--- config.mk ---
export PLATFORM = sky130hd
export DESIGN_NAME = fsm_run_monitor_flat
export DESIGN_NICKNAME = d
export VERILOG_FILES = /design/src/rtl/fsm_run_monitor_if.sv /design/src/rtl/fsm_run_monitor.sv /design/src/flat_wrapper.sv
export SDC_FILE = /design/constraint.sdc
export NUM_CORES = 1
export LEC_CHECK = 0
export BUFFER_PORTS_ARGS = -buffer_cell sky130_fd_sc_hd__buf_2
export CAP_MARGIN = 15
export CORE_ASPECT_RATIO = 1.2
export CORE_UTILIZATION = 55
export CTS_CLUSTER_SIZE = 24
export DETAILED_ROUTE_END_ITERATION = 10
export PLACE_DENSITY = 0.86
export SETUP_SLACK_MARGIN = 0.2
export SLEW_MARGIN = 0
export SYNTH_ARGS = -nofsm -noshare
export SYNTH_HDL_FRONTEND = slang
export SYNTH_SLANG_ARGS = --single-unit
export TNS_END_PERCENT = 100
--- constraint.sdc ---
create_clock -name clk -period 6.3 [get_ports clk]
set_input_delay 0.315 -clock clk [delete_from_list [all_inputs] [get_ports clk]]
set_output_delay 0.315 -clock clk [all_outputs]
set_load 0.05 [all_outputs]
--- src/rtl/fsm_run_monitor_if.sv ---
// Event record channel of the run monitor: single-entry valid/ready
// record carrying the run type and its length in cycles.
interface fsm_run_monitor_if #(
  parameter int LEN_W = 8
) ();
  logic             ev_valid;
  logic             ev_ready;
  logic             ev_type;
  logic [LEN_W-1:0] ev_len;

  // Producer side (the monitor)
  modport master (
    output ev_valid,
    output ev_type,
    output ev_len,
    input  ev_ready
  );

  // Consumer side
  modport slave (
    input  ev_valid,
    input  ev_type,
    input  ev_len,
    output ev_ready
  );
endinterface

--- src/rtl/fsm_run_monitor.sv ---
// fsm_run_monitor: watches the one-hot run detector (state vector y, flag z),
// measures each zero-run (state E) and one-run (state I), emits one record
// per completed run through a single-entry event register and keeps
// saturating per-type counters, a drop counter and sticky error flags.
// Optional feature: define MON_MAXLEN_EN to track the longest completed run
// on max_len; without it max_len is tied to 0.
module fsm_run_monitor #(
  parameter int LEN_W = 8,
  parameter int CNT_W = 16
) (
  input  logic             clk,
  input  logic             reset,
  input  logic             z,
  input  logic [8:0]       y,
  input  logic             clr,
  fsm_run_monitor_if.master ev,
  output logic [CNT_W-1:0] zero_cnt,
  output logic [CNT_W-1:0] one_cnt,
  output logic [7:0]       drop_cnt,
  output logic             ovf,
  output logic             err,
  output logic [LEN_W-1:0] max_len
);

  typedef enum logic [1:0] {
    IDLE = 2'd0,
    ZRUN = 2'd1,
    ORUN = 2'd2
  } state_t;

  localparam logic [LEN_W-1:0] LEN_ONE = {{(LEN_W-1){1'b0}}, 1'b1};
  localparam logic [CNT_W-1:0] CNT_ONE = {{(CNT_W-1){1'b0}}, 1'b1};

  state_t           state_reg, state_next;
  logic [LEN_W-1:0] len_reg, len_next;
  logic [LEN_W-1:0] len_inc;

  logic             in_e, in_i, err_now;
  logic             close_now, close_type;
  logic [LEN_W-1:0] close_len;
  logic             ev_load, ev_drop;

  logic             ev_valid_reg, ev_type_reg;
  logic [LEN_W-1:0] ev_len_reg;
  logic [CNT_W-1:0] zero_cnt_reg, one_cnt_reg;
  logic [7:0]       drop_cnt_reg;
  logic             ovf_reg, err_reg;

  // Classification looks at y alone; an illegal y matches neither E nor I.
  assign in_e    = (y == 9'h010);
  assign in_i    = (y == 9'h100);
  assign err_now = !$onehot(y) || (z != (in_e | in_i));
  assign len_inc = (&len_reg) ? len_reg : (len_reg + LEN_ONE);

  // Monitor state register and current run length
  always_ff @(posedge clk) begin
    if (reset) begin
      state_reg <= IDLE;
      len_reg   <= '0;
    end else begin
      state_reg <= state_next;
      len_reg   <= len_next;
    end
  end

  // Next state, run length and run-close detection
  always_comb begin
    state_next = state_reg;
    len_next   = len_reg;
    close_now  = 1'b0;
    close_type = 1'b0;
    close_len  = len_reg;
    case (state_reg)
      IDLE: begin
        if (in_e) begin
          state_next = ZRUN;
          len_next   = LEN_ONE;
        end else if (in_i) begin
          state_next = ORUN;
          len_next   = LEN_ONE;
        end
      end
      ZRUN: begin
        if (in_e) begin
          len_next = len_inc;
        end else begin
          close_now  = 1'b1;
          close_type = 1'b0;
          if (in_i) begin
            state_next = ORUN;
            len_next   = LEN_ONE;
          end else begin
            state_next = IDLE;
            len_next   = '0;
          end
        end
      end
      ORUN: begin
        if (in_i) begin
          len_next = len_inc;
        end else begin
          close_now  = 1'b1;
          close_type = 1'b1;
          if (in_e) begin
            state_next = ZRUN;
            len_next   = LEN_ONE;
          end else begin
            state_next = IDLE;
            len_next   = '0;
          end
        end
      end
      default: begin
        state_next = IDLE;
        len_next   = '0;
      end
    endcase
  end

  // A closing run lands in the register if it is free or being drained now.
  assign ev_load = close_now && (!ev_valid_reg || ev.ev_ready);
  assign ev_drop = close_now && ev_valid_reg && !ev.ev_ready;

  // Single-entry event register; held contents stay frozen under backpressure
  always_ff @(posedge clk) begin
    if (reset) begin
      ev_valid_reg <= 1'b0;
      ev_type_reg  <= 1'b0;
      ev_len_reg   <= '0;
    end else if (ev_load) begin
      ev_valid_reg <= 1'b1;
      ev_type_reg  <= close_type;
      ev_len_reg   <= close_len;
    end else if (ev_valid_reg && ev.ev_ready) begin
      ev_valid_reg <= 1'b0;
    end
  end

  // Status counters and sticky flags; clr restarts them but keeps this cycle's events
  always_ff @(posedge clk) begin
    if (reset) begin
      zero_cnt_reg <= '0;
      one_cnt_reg  <= '0;
      drop_cnt_reg <= '0;
      ovf_reg      <= 1'b0;
      err_reg      <= 1'b0;
    end else if (clr) begin
      zero_cnt_reg <= (close_now && !close_type) ? CNT_ONE : '0;
      one_cnt_reg  <= (close_now &&  close_type) ? CNT_ONE : '0;
      drop_cnt_reg <= ev_drop ? 8'd1 : 8'd0;
      ovf_reg      <= ev_drop;
      err_reg      <= err_now;
    end else begin
      if (close_now && !close_type && !(&zero_cnt_reg))
        zero_cnt_reg <= zero_cnt_reg + CNT_ONE;
      if (close_now && close_type && !(&one_cnt_reg))
        one_cnt_reg <= one_cnt_reg + CNT_ONE;
      if (ev_drop && !(&drop_cnt_reg))
        drop_cnt_reg <= drop_cnt_reg + 8'd1;
      ovf_reg <= ovf_reg | ev_drop;
      err_reg <= err_reg | err_now;
    end
  end

`ifdef MON_MAXLEN_EN
  logic [LEN_W-1:0] max_len_reg;

  // Longest completed run, including runs whose record was dropped
  always_ff @(posedge clk) begin
    if (reset) begin
      max_len_reg <= '0;
    end else if (clr) begin
      max_len_reg <= close_now ? close_len : '0;
    end else if (close_now && (close_len > max_len_reg)) begin
      max_len_reg <= close_len;
    end
  end

  assign max_len = max_len_reg;
`else
  assign max_len = '0;
`endif

  assign ev.ev_valid = ev_valid_reg;
  assign ev.ev_type  = ev_type_reg;
  assign ev.ev_len   = ev_len_reg;
  assign zero_cnt    = zero_cnt_reg;
  assign one_cnt     = one_cnt_reg;
  assign drop_cnt    = drop_cnt_reg;
  assign ovf         = ovf_reg;
  assign err         = err_reg;

endmodule
--- src/flat_wrapper.sv ---
// flat-port wrapper written by rule: the top's interface ports become plain ports
module fsm_run_monitor_flat 
#(
  parameter int LEN_W = 8,
  parameter int CNT_W = 16
)
  (clk, reset, z, y, clr, zero_cnt, one_cnt, drop_cnt, ovf, err, max_len, ev_ev_valid, ev_ev_type, ev_ev_len, ev_ev_ready);
  fsm_run_monitor_if #(.LEN_W(LEN_W)) ev_i ();
  input  logic clk;
  input  logic reset;
  input  logic z;
  input  logic [8:0] y;
  input  logic clr;
  output logic [CNT_W-1:0] zero_cnt;
  output logic [CNT_W-1:0] one_cnt;
  output logic [7:0] drop_cnt;
  output logic ovf;
  output logic err;
  output logic [LEN_W-1:0] max_len;
  output wire logic [$bits(ev_i.ev_valid)-1:0] ev_ev_valid;
  output wire logic [$bits(ev_i.ev_type)-1:0] ev_ev_type;
  output wire logic [$bits(ev_i.ev_len)-1:0] ev_ev_len;
  input wire logic [$bits(ev_i.ev_ready)-1:0] ev_ev_ready;
  assign ev_ev_valid = ev_i.ev_valid;
  assign ev_ev_type = ev_i.ev_type;
  assign ev_ev_len = ev_i.ev_len;
  assign ev_i.ev_ready = ev_ev_ready;
  fsm_run_monitor #(.LEN_W(LEN_W), .CNT_W(CNT_W)) u_core (.clk(clk), .reset(reset), .z(z), .y(y), .clr(clr), .ev(ev_i), .zero_cnt(zero_cnt), .one_cnt(one_cnt), .drop_cnt(drop_cnt), .ovf(ovf), .err(err), .max_len(max_len));
endmodule
==> impl_metrics.json, run 1 <==
{
  "synthDistinctLibCells": 51,
  "post_cts_resized": 0,
  "grt_pass1_vias": 2913,
  "synth_top_area_cell": "dfxtp_1",
  "initial_core_util_pct": 57.49,
  "clock_skew_ns": 0.01063,
  "worstHoldPathType": "primary input to register",
  "via_per_inst": 5.908,
  "grt_overflow_total": 0,
  "slew_viol_final": 0,
  "fin_util_pct": 65.61,
  "die_h_um": 89.12,
  "cts_root_buf": "clkbuf_8",
  "p_clk_share_pct": 37.8,
  "critPathSlowestCell": "fa_1",
  "core_area_um2": 6051,
  "row_count": 31,
  "fin_crit_sh_pct": 41.28,
  "cts_tree": "yes",
  "synth_area_leaders": "dfxtp_1, ha_1, a21oi_1",
  "antenna_cells": 0,
  "layout_common_cells": "buf_2, dfxtp_1, nor2_1",
  "worstPathRequired_ns": 6.51,
  "setup_violations": 0,
  "grt_max_degree": 36,
  "rrSetupSlack_ns": 3.94,
  "fillerInstances": 527,
  "numCtsBuffers": 9,
  "fmax_ghz": 0.3845,
  "final_common_cell": "buf_2",
  "cts.clk_slew.worst_paths_ns": 0.06,
  "drive_gt1_share_pct": 18.14,
  "drc": 0,
  "power.switching_mw": 0.2099,
  "wl_um": 7810,
  "seqPwrFrac_pct": 50.8,
  "cts_post_setup_buffers_inserted": 0,
  "cts_max_level": 3,
  "place_congestion": 0.8273,
  "io_pins": 74,
  "rsz0062_at_grt": "false",
  "p_int_mw": 0.5704,
  "cp_num_buf_inv": 3,
  "crit_arrival_ns": 2.81,
  "yosysSeqAreaShare_pct": 35.68,
  "p_comb_share_pct": 11.4,
  "vias": 3350,
  "power.leakage_nw": 1.558,
  "crit_chain": "buf_2 -> ha_1 -> fa_1 -> inv_1 -> fa_1 -> inv_1 -> ha_1 -> fa_1 -> nor4b_1 -> a31oi_1",
  "yosys_warnings": 0,
  "cts_hold_buf": 0,
  "slowest_delay_ns": 0.54,
  "insertion_delay_ns": 0.35,
  "die_x_um": 74.60,
  "io_buffers": 65,
  "period_minus_slack_ns": 2.601,
  "nNetsFinal": 519,
  "dp_hpwl_um": 5602,
  "synth_edf_count": 0,
  "crit_type": "primary input to register",
  "cp-start-kind": "primary input",
  "antenna_found_initial": 0,
  "ant_nets": 0,
  "slew-limit-headroom_pct": 52.34,
  "worstMarginPinSlew_ns": 0.7095,
  "crit_top_cell": "fa_1",
  "place_ws_ns": 3.344,
  "path_delay_family": "adder cells",
  "track_usage_pct": 24.00,
  "drv_cap": 0,
  "p_per_area_nw_per_um2": 196.5,
  "first_iter_violations": 192,
  "avgSynthCellArea_um2": 8.302,
  "synth.cell_area_um2": 3478,
  "synthArstFlopShare_pct": 0,
  "critPathMaxFanout": 2,
  "synth_top_area_share_pct": 35.68,
  "crit_path_end_kind": "register",
  "finalHoldViolations": 0,
  "status": "complete, no violations",
  "fp.dieArea_um2": 6648,
  "netSwitchingFraction_pct": 26.90,
  "area_growth_pct": 14.14,
  "dominantRegCellSynth": "dfxtp_1",
  "drtPass1Iterations": 4,
  "post_drt_wl_per_cell_um": 13.77,
  "ys_seq_elements": 62,
  "vdd_drop_max_uv": 132.2,
  "tns_ns": 0,
  "cts_num_sinks": 62,
  "synth_cells": 419,
  "cts.path.max_buffers": 2,
  "timing.final.ws_setup_ns": 3.700,
  "grt_pass1_wl_um": 12350
}
final cells by class:
cell class	count	area [µm²]	area share, %
multi-input combinational	319	2047	51.56
sequential	62	1241	31.26
timing repair buffer	67	337.8	8.509
clock buffer	12	145.1	3.656
tap	82	102.6	2.584
inverter	23	86.33	2.175
clock inverter	2	10.01	0.2521
worst reg2reg max path, stage by stage (launching register included):
cell and delay, ns:
dfxtp_1 0.39, inv_1 0.08, ha_1 0.36, o211ai_1 0.24, or3_4 0.55, or4_1 0.53, a21oi_1 0.15
Yosys cell counts, types with 2 or more instances:
| cell | number |
|---|---|
| nor4_1 | 8 |
| a41oi_1 | 3 |
| a211oi_1 | 4 |
| o21ai_1 | 2 |
| mux2i_1 | 11 |
| clkbuf_1 | 9 |
| buf_4 | 8 |
| nand4_1 | 8 |
| nor2_1 | 45 |
| o211ai_1 | 4 |
| o21ai_0 | 17 |
| o21bai_1 | 2 |
| a21o_1 | 3 |
| nand3_1 | 24 |
| nand2b_1 | 2 |
| o31ai_1 | 8 |
| nand2_1 | 33 |
| nor4b_1 | 3 |
| dfxtp_1 | 62 |
| nand3b_1 | 4 |
| buf_2 | 2 |
| a211o_1 | 2 |
| xnor2_1 | 12 |
| or3_1 | 5 |
| nor3_1 | 11 |
| or2_2 | 4 |
| a311oi_1 | 2 |
| fa_1 | 5 |
| o2111ai_1 | 2 |
| inv_1 | 23 |
| o21a_1 | 2 |
| or4_1 | 13 |
| ha_1 | 18 |
| and4_1 | 6 |
| a21oi_1 | 34 |
| buf_6 | 2 |
| a31oi_1 | 2 |
worst paths after layout:
| check | from | end | cells after the start |
|---|---|---|---|
| min reg2reg | u_core.ev.ev_type | u_core.ev.ev_type | 2 |
| max reg2reg | u_core.state_reg[0] | u_core.zero_cnt[7] | 6 |
| min | z | u_core.err | 3 |
| max | y[0] | u_core.err | 10 |
cell families after synthesis:
group                      after synthesis  synth area share (%)
AOI/OAI and AO/OA                       92                 16.51
DFF                                     62                 35.68
and+or+nand+nor                        173                 25.94
muxes                                   11                 3.166
adders and majority gates               23                 9.353
buffers and inverters                   45                 6.223
other                                    1                0.1078
xor gates and xnor gates                12                 3.022
metal layers:
| layer | track usage, % | vias up | share of wire (%) |
|---|---|---|---|
| met5 | 0 | - | 0 |
| li1 | - | 1626 | - |
| met2 | 41.03 | 95 | 51 |
| met4 | 14.41 | 0 | 2.6 |
| met1 | 27.88 | 1608 | 42 |
| met3 | 4.059 | 21 | 4.2 |
per-stage QoR:
step                      hold slack (ns)  cell area (µm²)  total power, mW  std cells
after floorplan                    0.4692             3505           0.4765        426
after global placement             0.4630             3810           0.4884        552
after detailed placement           0.4709             3810           0.4931        552
after CTS                          0.2927             3965           0.7834        566
after global routing               0.3151             3970           0.8133        567
final                              0.2936             3970           0.7803        567
power groups by stage:
stage | Sequential, mW | Combinational [mW] | Clock [mW]
after floorplan | 0.410 | 0.0669 | 0
after global placement | 0.405 | 0.0837 | 0
after detailed placement | 0.405 | 0.0881 | 0
after CTS | 0.396 | 0.0892 | 0.298
after global routing | 0.396 | 0.0999 | 0.317
final | 0.396 | 0.0887 | 0.295
(Power assumes the default switching activity.)
==> inputs of run 2 (changes only) <==
==> constraint.sdc (replaced) <==
create_clock -name clk -period 2.5 [get_ports clk]
set_input_delay 0.125 -clock clk [delete_from_list [all_inputs] [get_ports clk]]
set_output_delay 0.125 -clock clk [all_outputs]
set_load 0.05 [all_outputs]
==> run 2 against run 1 <==
Compared with the run above:
- via count shrank 0.18%
- count of clock-buffer cells in the layout is 2 lower
- flip-flop and latch count unchanged
- clock power grew to 3.1 times the previous value
==> impl_metrics.json, run 2 (synthesis gave the netlist of run 1 again) <==
{
  "status": "complete, no violations",
  "r2r_start": "u_core.state_reg[1]",
  "power.total_mw": 2.197,
  "track_usage_pct": 25.22,
  "worstPathRequired_ns": 2.70,
  "p_comb_share_pct": 12.6,
  "worstMarginPinSlew_ns": 0.6813,
  "numCtsBuffers": 9,
  "antenna_cells": 0,
  "fp.dieArea_um2": 6648,
  "initial_core_util_pct": 57.49,
  "grt_pass1_vias": 3045,
  "vdd_drop_max_uv": 385.5,
  "layout_common_cells": "dfxtp_1, buf_2, nor2_1",
  "place_congestion": 0.8557,
  "slew_viol_final": 0,
  "fmax_ghz": 0.4277,
  "period_minus_slack_ns": 2.338,
  "row_count": 31,
  "crit_arrival_ns": 2.54,
  "vias": 3344,
  "core_area_um2": 6051,
  "cts_root_buf": "clkbuf_8",
  "die_x_um": 74.60,
  "p_clk_share_pct": 42.0,
  "drc": 0,
  "clock_skew_ns": 0.005341,
  "setup_violations": 0,
  "final_common_cell": "dfxtp_1",
  "fin_area_um2": 4182,
  "antenna_found_initial": 0,
  "wl_um": 8176,
  "post_drt_wl_per_cell_um": 14.19,
  "critPathMaxFanout": 2,
  "finalHoldViolations": 0,
  "crit_type": "primary input to register",
  "grt_pass1_wl_um": 12970,
  "place_ws_ns": -0.2627,
  "io_buffers": 65,
  "cts.path.max_buffers": 2,
  "holdPathStages": 3,
  "fin_crit_sh_pct": 93.52,
  "ant_nets": 0,
  "grt_overflow_total": 0,
  "slew-limit-headroom_pct": 54.20,
  "worst_r2r_path_depth": 6,
  "seqPwrFrac_pct": 45.4,
  "cts_num_sinks": 62,
  "netSwitchingFraction_pct": 25.08,
  "insertion_delay_ns": 0.34,
  "p_per_area_nw_per_um2": 525.5,
  "hp-start": "ev_ev_ready",
  "worstHoldPathType": "primary input to register",
  "rsz0062_at_grt": "true",
  "cp-start-kind": "primary input",
  "drtPass1Iterations": 4,
  "first_iter_violations": 240,
  "power.leakage_nw": 1.606,
  "cts_tree": "yes",
  "grt_max_degree": 36,
  "drive_gt1_share_pct": 23.48,
  "cts.clk_slew.worst_paths_ns": 0.07,
  "cts_max_level": 3,
  "io_pins": 74,
  "r2r_end": "u_core.zero_cnt[9]",
  "dpl_cell_area_um2": 3919,
  "timing.final.ws_setup_ns": 0.1621,
  "area_growth_pct": 20.22,
  "nNetsFinal": 527,
  "dp_hpwl_um": 5664,
  "via_per_inst": 5.806,
  "rrSetupSlack_ns": 0.33,
  "crit_path_end_kind": "register",
  "drv_cap": 0,
  "p_int_mw": 1.646,
  "fin_util_pct": 69.11,
  "hold_end": "u_core.ev.ev_valid",
  "die_h_um": 89.12,
  "power.switching_mw": 0.5511
}
run 2: routing by layer:
metal	vias up	track usage [%]	share of wire, %
li1	1648	-	-
met1	1609	28.83	43
met2	77	44.31	52
met3	10	6.201	3.8
met4	0	10.81	1.3
met5	-	0	0
run 2: repair_timing:
| item | in CTS | in global routing |
|---|---|---|
| gates cloned | 0 | 2 |
| pin swaps | 2 | 7 |
| hold buffers | 0 | 0 |
| buffers inserted | 0 | 0 |
| endpoints found under the setup margin | 1 | 4 |
| resized for setup | 2 | 7 |
run 2: per-stage QoR:
stage               hold WS [ns]  cells  setup TNS, ns
global route              0.1407    576              0
floorplan                 0.3412    426      -0.001682
CTS                       0.1117    574              0
detailed placement        0.4686    559        -0.2627
finish                    0.1363    576              0
global placement          0.4625    559        -0.2038
run 2: cell type report:
| class | instances | area (µm²) |
|---|---|---|
| clock buffer | 10 | 127.6 |
| clock inverter | 5 | 75.07 |
| fill | 519 | 1869 |
| inverter | 23 | 98.84 |
| multi-input combinational | 321 | 2141 |
| sequential | 62 | 1241 |
| tap | 82 | 102.6 |
| timing repair buffer | 73 | 395.4 |
run 2: how the worst max path moves through the flow:
| stage | start | end | cells after the start |
|---|---|---|---|
| after floorplan | y[6] | u_core.err | 10 |
| after global placement | y[6] | u_core.err | 11 |
| after detailed placement | y[6] | u_core.err | 11 |
| after CTS | y[6] | u_core.err | 11 |
| after global routing | y[0] | u_core.err | 11 |
| final | y[1] | u_core.err | 10 |
run 2: worst max-delay path, cell delays in order:
cell and delay (ns):
buf_4 0.13, ha_4 0.15, fa_1 0.54, inv_1 0.05, fa_1 0.47, inv_1 0.06
ha_4 0.16, fa_1 0.45, nor4b_2 0.28, a31oi_1 0.12
run 2: power groups by stage:
stage / combinational [mW] / clock (mW) / sequential (mW)
global placement: 0.239 / 0 / 1.02
floorplan: 0.190 / 0 / 1.03
global route: 0.301 / 0.986 / 0.998
detailed placement: 0.254 / 0 / 1.02
CTS: 0.256 / 0.940 / 0.998
finish: 0.276 / 0.923 / 0.998
==> inputs of run 3 (changes only) <==
--- a/config.mk
+++ b/config.mk
@@ -9,6 +9,7 @@
 export CAP_MARGIN = 15
 export CORE_ASPECT_RATIO = 1.2
 export CORE_UTILIZATION = 55
+export CTS_BUF_LIST = sky130_fd_sc_hd__clkbuf_4 sky130_fd_sc_hd__clkbuf_8
 export CTS_CLUSTER_SIZE = 24
 export DETAILED_ROUTE_END_ITERATION = 10
 export PLACE_DENSITY = 0.86
==> run 3 against run 2 <==
Compared with the run above:
- wire length is 0.20% higher
- die area unchanged
- first-iteration DRC count increased by 6.3%
- setup slack worse by 0.00092 ns
- final cell count unchanged
- count of clock-buffer cells in the layout is the same
- clock power is 1% higher
- total power rose by 0.53%
- core utilization increased by 0.062 points
- via count is 0.48% higher
- flip-flop and latch count is the same
- hold slack worse by 0.0046 ns
==> impl_metrics.json, run 3 (synthesis gave the netlist of run 1 again) <==
{
  "status": "complete, no violations",
  "post_drt_wl_per_cell_um": 14.22,
  "die_h_um": 89.12,
  "drive_gt1_share_pct": 23.68,
  "slew-limit-headroom_pct": 50.37,
  "stdcell_count": 576,
  "critPathMaxFanout": 2,
  "seqPwrFrac_pct": 45.2,
  "placed_cells": 559,
  "r2r_end": "u_core.zero_cnt[9]",
  "cts_num_sinks": 62,
  "grt_pass1_wl_um": 12990,
  "fmax_ghz": 0.4276,
  "power.leakage_nw": 1.610,
  "insertion_delay_ns": 0.34,
  "worst_r2r_path_depth": 6,
  "area_growth_pct": 20.32,
  "tns_ns": 0,
  "core_area_um2": 6051,
  "p_clk_share_pct": 42.4,
  "holdPathStages": 3,
  "fillerInstances": 519,
  "io_buffers": 65,
  "p_comb_share_pct": 12.5,
  "final_common_cell": "dfxtp_1",
  "fin_util_pct": 69.17,
  "power.switching_mw": 0.5523,
  "fp.dieArea_um2": 6648,
  "critPathSlowestCell": "fa_1",
  "rsz0062_at_grt": "true",
  "grt_pass1_vias": 3042,
  "vias": 3360,
  "antenna_cells": 0,
  "cts.clk_slew.worst_paths_ns": 0.07,
  "path_delay_family": "adder cells",
  "rrSetupSlack_ns": 0.33,
  "setup_violations": 0,
  "worstPathRequired_ns": 2.70,
  "crit_type": "primary input to register",
  "register_area_um2": 1241,
  "multiInputGateArea_um2": 2141,
  "cp-start-kind": "primary input",
  "drtPass1Iterations": 5,
  "die_x_um": 74.60,
  "worstMarginPinSlew_ns": 0.7383,
  "slew_viol_final": 0,
  "row_count": 31,
  "track_usage_pct": 25.29,
  "crit_arrival_ns": 2.54,
  "cts_root_buf": "clkbuf_8",
  "timing.final.ws_setup_ns": 0.1612,
  "grt_overflow_total": 0,
  "clock_skew_ns": 0.004827,
  "cp_num_buf_inv": 3,
  "finalHoldViolations": 0,
  "cts.path.max_buffers": 2,
  "drc": 0,
  "vdd_drop_max_uv": 386.0,
  "numCtsBuffers": 9,
  "initial_core_util_pct": 57.49,
  "cts_tree": "yes",
  "place_ws_ns": -0.2627,
  "nNetsFinal": 527,
  "wl_um": 8192,
  "cts_max_level": 3,
  "crit_top_cell": "fa_1",
  "hold_end": "u_core.ev.ev_valid",
  "cts_post_setup_buffers_inserted": 0,
  "dp_hpwl_um": 5664,
  "layout_common_cells": "dfxtp_1, buf_2, nor2_1",
  "period_minus_slack_ns": 2.339,
  "cts_hold_buf": 0,
  "worstHoldPathType": "primary input to register",
  "dpl_cell_area_um2": 3919,
  "fin_crit_sh_pct": 93.55,
  "fin_area_um2": 4185,
  "hp-start": "ev_ev_ready",
  "place_congestion": 0.8557,
  "p_int_mw": 1.657,
  "netSwitchingFraction_pct": 25.00,
  "crit_path_end_kind": "register",
  "via_per_inst": 5.833,
  "io_pins": 74,
  "p_per_area_nw_per_um2": 527.8,
  "grt_max_degree": 36,
  "slowest_delay_ns": 0.54,
  "r2r_start": "u_core.state_reg[1]",
  "drv_cap": 0,
  "antenna_found_initial": 0,
  "first_iter_violations": 255,
  "ant_nets": 0,
  "crit_chain": "buf_4 -> ha_4 -> fa_1 -> inv_1 -> fa_1 -> inv_1 -> ha_4 -> fa_1 -> nor4b_2 -> a31oi_1"
}
run 3: cell counts in the layout (fill, tap and decap cells not counted):
Identical to the previous run, type by type.
run 3: timing repair:
| item | 4_1_cts | 5_1_grt |
|---|---|---|
| gates cloned | 0 | 2 |
| setup endpoints to repair | 1 | 6 |
| pin swaps | 2 | 7 |
| resized for setup | 2 | 7 |
run 3: power groups by stage:
stage	Clock [mW]	Combinational, mW	Sequential, mW
after CTS	0.951	0.256	0.998
after detailed placement	0	0.254	1.02
after global routing	0.997	0.301	0.998
after floorplan	0	0.190	1.03
after global placement	0	0.239	1.02
final	0.935	0.276	0.998
run 3: worst max path at each step:
stage / startpoint / to / slack [ns] / cells past startpoint
after floorplan: y[6] / u_core.err / -0.002 / 10
after global placement: y[6] / u_core.err / -0.20 / 11
after detailed placement: y[6] / u_core.err / -0.26 / 11
after CTS: y[6] / u_core.err / 0.20 / 11
after global routing: y[0] / u_core.err / 0.12 / 11
final: y[1] / u_core.err / 0.16 / 10
run 3: layer usage:
metal | up-vias | wire length, µm | track usage [%]
li1 | 1645 | - | -
met1 | 1623 | 3493 | 29.11
met2 | 79 | 4257 | 44.23
met3 | 13 | 312 | 6.201
met4 | 0 | 129 | 10.81
met5 | - | 0 | 0
run 3: cell type report:
class                   instances  share of cell area, %
clock inverters                 5                  1.794
flip-flops and latches         62                  29.66
repair buffers                 73                  9.447
clock buffers                  10                  3.139
multi-input cells             321                  51.15
well taps                      82                  2.451
inverters                      23                  2.362
run 3: metrics by stage:
step / power [mW] / hold WS [ns]
after CTS: 2.205 / 0.1117
final: 2.209 / 0.1316
after floorplan: 1.222 / 0.3412
after global placement: 1.259 / 0.4625
after detailed placement: 1.274 / 0.4686
after global routing: 2.297 / 0.1407
run 3: worst register-to-register path, stage by stage (launching register included):
cell and delay (ns):
dfxtp_1 0.38, inv_1 0.11, ha_4 0.30, o211ai_1 0.18, or3_4 0.47, or4_1 0.52
a21oi_1 0.15
